==> src/rtl/bb_arb_pkg.sv <==
// Shared definitions for the write-arbitrated set/reset register.
//   - Per-requester opcode encodings (2 bits each).
//   - Arbiter FSM state type.
package bb_arb_pkg;

  localparam logic [1:0] OP_LOAD  = 2'b00;
  localparam logic [1:0] OP_SET   = 2'b01;
  localparam logic [1:0] OP_CLEAR = 2'b10;
  localparam logic [1:0] OP_NOP   = 2'b11;

  typedef enum logic {
    IDLE   = 1'b0,
    LOCKED = 1'b1
  } arb_state_t;

endpackage

==> src/rtl/bb_rr_pick.sv <==
// Combinational rotating-priority picker.
//   req  in  NREQ  request vector
//   ptr  in  IW    index with highest priority this cycle
//   gnt  out NREQ  one-hot grant (zero when no request)
//   idx  out IW    index of the granted requester (0 when none)
//   vld  out 1     a grant was made
module bb_rr_pick #(
  parameter int NREQ = 4,
  parameter int IW   = 2
) (
  input  logic [NREQ-1:0] req,
  input  logic [IW-1:0]   ptr,
  output logic [NREQ-1:0] gnt,
  output logic [IW-1:0]   idx,
  output logic            vld
);

  int w_c;

  // Walk ptr, ptr+1, ... with an explicit wrap so non-power-of-2 NREQ
  // never produces an out-of-range index.
  always_comb begin
    gnt = '0;
    idx = '0;
    vld = 1'b0;
    w_c = 0;
    for (int k = 0; k < NREQ; k++) begin
      w_c = int'(ptr) + k;
      if (w_c >= NREQ) w_c = w_c - NREQ;
      if (!vld && req[w_c]) begin
        vld      = 1'b1;
        idx      = IW'(w_c);
        gnt[w_c] = 1'b1;
      end
    end
  end

endmodule

==> src/rtl/bb_dffrs_wr_arbiter.sv <==
// One DW-bit set/reset-capable register shared by NREQ writers.
// A rotating-priority arbiter grants one requester per cycle; the granted
// requester loads, sets, clears or holds the register. A requester may lock
// the register for a burst of up to MAX_HOLD consecutive grants.
//   clk        in  1        clock
//   rst        in  1        synchronous active-high reset
//   req        in  NREQ     per-requester request
//   lock       in  NREQ     per-requester burst request (with req)
//   op         in  2*NREQ   per-requester opcode
//   wdata      in  DW*NREQ  per-requester load data
//   gnt        out NREQ     combinational one-hot/zero grant
//   dout       out DW       register value
//   upd        out 1        pulse the cycle after a register write
//   owner_vld  out 1        lock is held
//   owner      out IW       lock owner index (0 when unlocked)
module bb_dffrs_wr_arbiter
  import bb_arb_pkg::*;
#(
  parameter int             NREQ     = 4,
  parameter int             DW       = 8,
  parameter logic [DW-1:0]  RST_VAL  = '0,
  parameter logic [DW-1:0]  SET_VAL  = '1,
  parameter int             MAX_HOLD = 4,
  localparam int            IW       = $clog2(NREQ)
) (
  input  logic                 clk,
  input  logic                 rst,
  input  logic [NREQ-1:0]      req,
  input  logic [NREQ-1:0]      lock,
  input  logic [2*NREQ-1:0]    op,
  input  logic [DW*NREQ-1:0]   wdata,
  output logic [NREQ-1:0]      gnt,
  output logic [DW-1:0]        dout,
  output logic                 upd,
  output logic                 owner_vld,
  output logic [IW-1:0]        owner
);

  arb_state_t      r_state, w_state_nxt;
  logic [IW-1:0]   r_ptr, w_ptr_nxt;
  logic [7:0]      r_hold, w_hold_nxt;
  logic [IW-1:0]   r_owner, w_owner_nxt;
  logic            r_owner_vld, w_owner_vld_nxt;
  logic [DW-1:0]   r_dout;
  logic            r_upd;

  logic [NREQ-1:0] w_pick_gnt;
  logic [IW-1:0]   w_pick_idx;
  logic            w_pick_vld;

  logic [NREQ-1:0] w_gnt;
  logic [IW-1:0]   w_g;
  logic            w_gv;
  logic [1:0]      w_op;
  logic [DW-1:0]   w_wd;

  function automatic logic [IW-1:0] inc_wrap(input logic [IW-1:0] i);
    if (i == IW'(NREQ - 1)) return '0;
    return i + IW'(1);
  endfunction

  bb_rr_pick #(.NREQ(NREQ), .IW(IW)) u_pick (
    .req (req),
    .ptr (r_ptr),
    .gnt (w_pick_gnt),
    .idx (w_pick_idx),
    .vld (w_pick_vld)
  );

  // Grant: round-robin pick in IDLE, owner-only while LOCKED, none in reset.
  always_comb begin
    w_gnt = '0;
    w_g   = '0;
    w_gv  = 1'b0;
    if (!rst) begin
      if (r_state == IDLE) begin
        w_gnt = w_pick_gnt;
        w_g   = w_pick_idx;
        w_gv  = w_pick_vld;
      end else if (req[r_owner]) begin
        w_gnt[r_owner] = 1'b1;
        w_g            = r_owner;
        w_gv           = 1'b1;
      end
    end
  end

  assign w_op = op[2*int'(w_g) +: 2];
  assign w_wd = wdata[DW*int'(w_g) +: DW];

  // Next-state: lock entry, burst cap, release and abandonment.
  always_comb begin
    w_state_nxt     = r_state;
    w_ptr_nxt       = r_ptr;
    w_hold_nxt      = r_hold;
    w_owner_nxt     = r_owner;
    w_owner_vld_nxt = r_owner_vld;
    unique case (r_state)
      IDLE: begin
        if (w_gv) begin
          if (lock[w_g] && (MAX_HOLD > 1)) begin
            w_state_nxt     = LOCKED;
            w_owner_nxt     = w_g;
            w_owner_vld_nxt = 1'b1;
            w_hold_nxt      = 8'd1;
          end else begin
            w_ptr_nxt = inc_wrap(w_g);
          end
        end
      end
      LOCKED: begin
        // Stay only while the owner keeps both req and lock and the cap
        // has not been reached; every other path hands priority onward.
        if (req[r_owner] && lock[r_owner] && ((int'(r_hold) + 1) < MAX_HOLD)) begin
          w_hold_nxt = r_hold + 8'd1;
        end else begin
          w_state_nxt     = IDLE;
          w_ptr_nxt       = inc_wrap(r_owner);
          w_hold_nxt      = 8'd0;
          w_owner_nxt     = '0;
          w_owner_vld_nxt = 1'b0;
        end
      end
      default: w_state_nxt = IDLE;
    endcase
  end

  always_ff @(posedge clk) begin
    if (rst) begin
      r_state     <= IDLE;
      r_ptr       <= '0;
      r_hold      <= 8'd0;
      r_owner     <= '0;
      r_owner_vld <= 1'b0;
    end else begin
      r_state     <= w_state_nxt;
      r_ptr       <= w_ptr_nxt;
      r_hold      <= w_hold_nxt;
      r_owner     <= w_owner_nxt;
      r_owner_vld <= w_owner_vld_nxt;
    end
  end

  // Register write: one write per cycle from the granted requester only.
  always_ff @(posedge clk) begin
    if (rst) begin
      r_dout <= RST_VAL;
      r_upd  <= 1'b0;
    end else if (w_gv) begin
      unique case (w_op)
        OP_LOAD:  r_dout <= w_wd;
        OP_SET:   r_dout <= SET_VAL;
        OP_CLEAR: r_dout <= RST_VAL;
        default:  r_dout <= r_dout;
      endcase
      r_upd <= (w_op != OP_NOP);
    end else begin
      r_upd <= 1'b0;
    end
  end

  assign gnt       = w_gnt;
  assign dout      = r_dout;
  assign upd       = r_upd;
  assign owner_vld = r_owner_vld;
  assign owner     = r_owner;

endmodule

==> config.mk <==
export PLATFORM = sky130hd
export DESIGN_NAME = bb_dffrs_wr_arbiter
export DESIGN_NICKNAME = d
export VERILOG_FILES = /design/src/rtl/bb_arb_pkg.sv /design/src/rtl/bb_rr_pick.sv /design/src/rtl/bb_dffrs_wr_arbiter.sv
export SDC_FILE = /design/constraint.sdc
export NUM_CORES = 1
export LEC_CHECK = 0
export ABC_CLOCK_PERIOD_IN_PS = 5100
export BUFFER_PORTS_ARGS = -buffer_cell sky130_fd_sc_hd__buf_2
export CAP_MARGIN = 15
export CORE_MARGIN = 2
export CORE_UTILIZATION = 53
export DETAILED_ROUTE_END_ITERATION = 10
export GPL_TIMING_DRIVEN = 0
export PLACE_DENSITY = 0.81
export SYNTH_ARGS = -nofsm -noshare
export SYNTH_HDL_FRONTEND = slang
export SYNTH_HIERARCHICAL = 1
export SYNTH_SLANG_ARGS = --single-unit
==> constraint.sdc <==
create_clock -name clk -period 5.1 [get_ports clk]
set_input_delay 0.51 -clock clk [delete_from_list [all_inputs] [get_ports clk]]
set_output_delay 0.51 -clock clk [all_outputs]
set_load 0.02 [all_outputs]
==> results.sh <==
export IMPL_diodes=0
export IMPL_grt_pass1_vias=2169
export IMPL_grt_use_total_pct=23.79
export IMPL_postCtsHoldBufs=0
export IMPL_dpl_worst_slack_ns=-0.05692
export IMPL_netlist_instances=256
export IMPL_synth_top_flop_cell="dfxtp_1"
export IMPL_final_core_util_pct=64.45
export IMPL_peakVddDrop_uv=271.9
export IMPL_setup_slack_ns=0.3279
export IMPL_design_die_area_um2=4932
export IMPL_crit_type="reg2reg"
export IMPL_drt_pass1_iterations=4
export IMPL_initial_core_util_pct=54.14
export IMPL_reg2reg_to="dout[5]$_SDFFE_PP0P_"
export IMPL_drive_above_1_share_pct=33.64
export IMPL_power_density_nw_per_um2=511.1
export IMPL_leakagePower_nw=1.328
export IMPL_gp_congestion=0.8929
export IMPL_synth_seq_cells=23
export IMPL_ios=66
export IMPL_synth_fp_nets=322
export IMPL_synth_cell_types=53
export IMPL_viasPerCell=5.965
export IMPL_fmax_mhz=209.6
export IMPL_cp_max_fo=10
export IMPL_ant_nets=0
export IMPL_die_y_um=70.23
export IMPL_synth_area_um2=2325
export IMPL_clkLatencyLatePin_ns=0.28
export IMPL_portBuffers=64
export IMPL_reg2reg_slack_ns=0.33
export IMPL_fin_crit_ns=4.772
export IMPL_yosysSeqAreaShare_pct=19.81
export IMPL_grt_antenna_before_repair=0
export IMPL_vias=2243
export IMPL_synth_edf_count=0
export IMPL_n_fill_cell=376
export IMPL_synth_avg_cell_area_um2=9.081
export IMPL_arrival_ns=4.99
export IMPL_setup_viol=0
export IMPL_finClkSkew_ns=0.003748
export IMPL_cts_buffer_depth=2
export IMPL_cts_clk_slew_worst_paths_ns=0.09
export IMPL_area_delta_synth_final_pct=19.05
export IMPL_regToRegStartpoint="r_ptr[0]$_SDFFE_PP0P_"
export IMPL_cts_buffers_inserted=3
export IMPL_drt_iter0_drc=154
export IMPL_cp_end_kind="flop"
export IMPL_synthArstFlopShare_pct=0
export IMPL_coreArea_um2=4294
export IMPL_drc=0
export IMPL_nets=391
export IMPL_status="complete, no violations"
export IMPL_drv_slew=0
export IMPL_p_total_w=0.001415
export IMPL_htree_num_levels=1
export IMPL_wl_per_cell_um=15.44
export IMPL_rsz0062_at_grt="false"
export IMPL_cts_tree="done"
export IMPL_hold_path_class="reg2reg"
export IMPL_routed_wl_um=5805
export IMPL_worst_pin_slew_ns=0.8902
export IMPL_grt_pass1_wl_um=9639
export IMPL_rows=24
export IMPL_place_hpwl_um=4485
export IMPL_max_slew_margin_pct=40.15
export IMPL_required_ns=5.32
export IMPL_post_cts_resized=1
export IMPL_grt_ovfl_total=0
export IMPL_crit_end="dout[5]$_SDFFE_PP0P_"
export IMPL_ys_warn_count=6
export IMPL_start_kind="flop"
export IMPL_hold_viol=0
export IMPL_grt_max_degree=15
export IMPL_startpoint="r_ptr[0]$_SDFFE_PP0P_"
export IMPL_cts_setup_buffers=0
export IMPL_reg2reg_depth=18
export IMPL_die_w_um=70.23
export IMPL_cts_sinks=23
export IMPL_fin_crit_sh_pct=93.57
export IMPL_drv_cap=0
export IMPL_cts_root_buffer="clkbuf_8"
[routing by layer]
metal	wire, µm	global-route usage, %	vias up
met4	59	5.342	0
met2	2784	42.03	99
met1	2528	30.17	1029
met3	432	4.040	7
li1	-	-	1108
met5	0	0	-
[sequential cells by signal, indices dropped and copies added, names as in the netlist]
name / flops
dout: 8
owner_vld: 1
upd: 1
r_state: 1
r_ptr: 2
owner: 2
r_hold: 8
[per-stage QoR]
| step | hold WS, ns | TNS [ns] | instance area, µm² | std cells |
|---|---|---|---|---|
| after floorplan | 0.4434 | 0 | 2325 | 256 |
| after global placement | 0.4582 | 0 | 2710 | 372 |
| after detailed placement | 0.4661 | -0.3738 | 2710 | 372 |
| after CTS | 0.4839 | 0 | 2760 | 376 |
| after global routing | 0.4967 | 0 | 2768 | 376 |
| final | 0.4808 | 0 | 2768 | 376 |
[kinds of logic (layout without fill, tap and decap cells)]
kind of cell / count (synthesis) / in the layout / share of synthesized area [%]
XOR/XNOR: 1 / 1 / 0.3768
AND/OR/NAND/NOR: 71 / 71 / 18.03
multiplexers: 48 / 48 / 24.97
buffers and inverters: 30 / 98 / 6.889
flip-flops: 23 / 23 / 19.81
adder cells (fa/ha/maj): 16 / 16 / 8.611
AO/OA/AOI/OAI: 67 / 67 / 21.31
[where the power goes]
group          switching (W)  internal, W  total [W]
clock              0.0000688    0.0000555   0.000124
sequential         0.0000355     0.000228   0.000263
combinational       0.000578     0.000449    0.00103
total               0.000683     0.000732    0.00141
[Yosys cell counts, types with 3 or more instances]
cell | number | area, µm²
dfxtp_1 | 23 | 460.4
a211oi_1 | 3 | 22.52
buf_6 | 5 | 56.30
and3_1 | 7 | 43.79
a32oi_1 | 4 | 35.03
nand2_1 | 12 | 45.04
o31ai_1 | 3 | 22.52
o21ai_2 | 8 | 70.07
mux2i_1 | 31 | 310.3
ha_1 | 16 | 200.2
nor3_1 | 3 | 15.01
nor2_1 | 8 | 30.03
clkbuf_1 | 6 | 22.52
nand3_1 | 8 | 40.04
a22oi_1 | 8 | 60.06
mux4_2 | 3 | 67.56
and2_1 | 7 | 43.79
a21oi_1 | 9 | 45.04
inv_1 | 12 | 45.04
nor2b_1 | 9 | 56.30
mux4_1 | 3 | 78.83
o21ai_0 | 11 | 55.05
o211ai_1 | 6 | 45.04
mux2_2 | 11 | 123.9
buf_2 | 5 | 25.02
[critical path, cell delays in order (launching register included)]
cell,delay [ns]
dfxtp_1,0.47
buf_6,0.19
inv_1,0.10
ha_1,0.36
mux4_2,0.32
buf_6,0.16
o311ai_0,0.36
a32o_2,0.25
or3b_2,0.52
o21ai_2,0.14
buf_4,0.24
mux2i_1,0.22
mux2i_1,0.14
ha_1,0.22
or3_1,0.36
buf_6,0.16
or2_1,0.22
buf_6,0.15
o21ai_2,0.13
[how the worst min path moves through the flow]
stage,endpoint,depth (start not counted),startpoint
final,owner_vld$_SDFFE_PP0P_,2,owner_vld$_SDFFE_PP0P_
after global routing,r_hold[5]$_SDFFE_PP0P_,1,r_hold[5]$_SDFFE_PP0P_
after CTS,owner_vld$_SDFFE_PP0P_,2,owner_vld$_SDFFE_PP0P_
after detailed placement,r_hold[3]$_SDFFE_PP0P_,1,r_hold[3]$_SDFFE_PP0P_
after global placement,r_hold[5]$_SDFFE_PP0P_,1,r_hold[5]$_SDFFE_PP0P_
after floorplan,r_hold[5]$_SDFFE_PP0P_,1,r_hold[5]$_SDFFE_PP0P_
[placed cells by master (no fill, tap or decap), types with 2 or more instances in the layout]
cell	instances
o31ai_1	3
buf_2	68
nand2_1	12
clkbuf_1	6
a21oi_1	9
dfxtp_1	22
inv_1	12
buf_4	2
and3_1	7
nor2b_1	9
mux2i_1	31
and4b_1	2
o21ai_0	10
a211oi_1	3
o21ai_2	9
mux2_2	11
ha_1	16
mux4_2	3
nor3_1	3
a211o_1	2
a32oi_1	4
o311ai_0	2
nand3_1	8
clkbuf_8	3
a22oi_1	8
o2bb2ai_1	2
nand3b_1	2
o211ai_1	6
nor2_1	8
nor4_1	2
and4_1	2
and2_1	7
buf_6	5
mux4_1	3
[final cells by class]
class	count	area (µm²)	share of cell area (%)
Sequential cell	23	461.7	16.68
Tap cell	52	65.06	2.351
Buffer	18	117.6	4.250
Clock buffer	3	41.29	1.492
Timing Repair Buffer	64	320.3	11.57
Clock inverter	1	7.507	0.2712
Inverter	12	45.04	1.627
Multi-Input combinational cell	203	1709	61.75
Power figures use the tool's default switching activity.
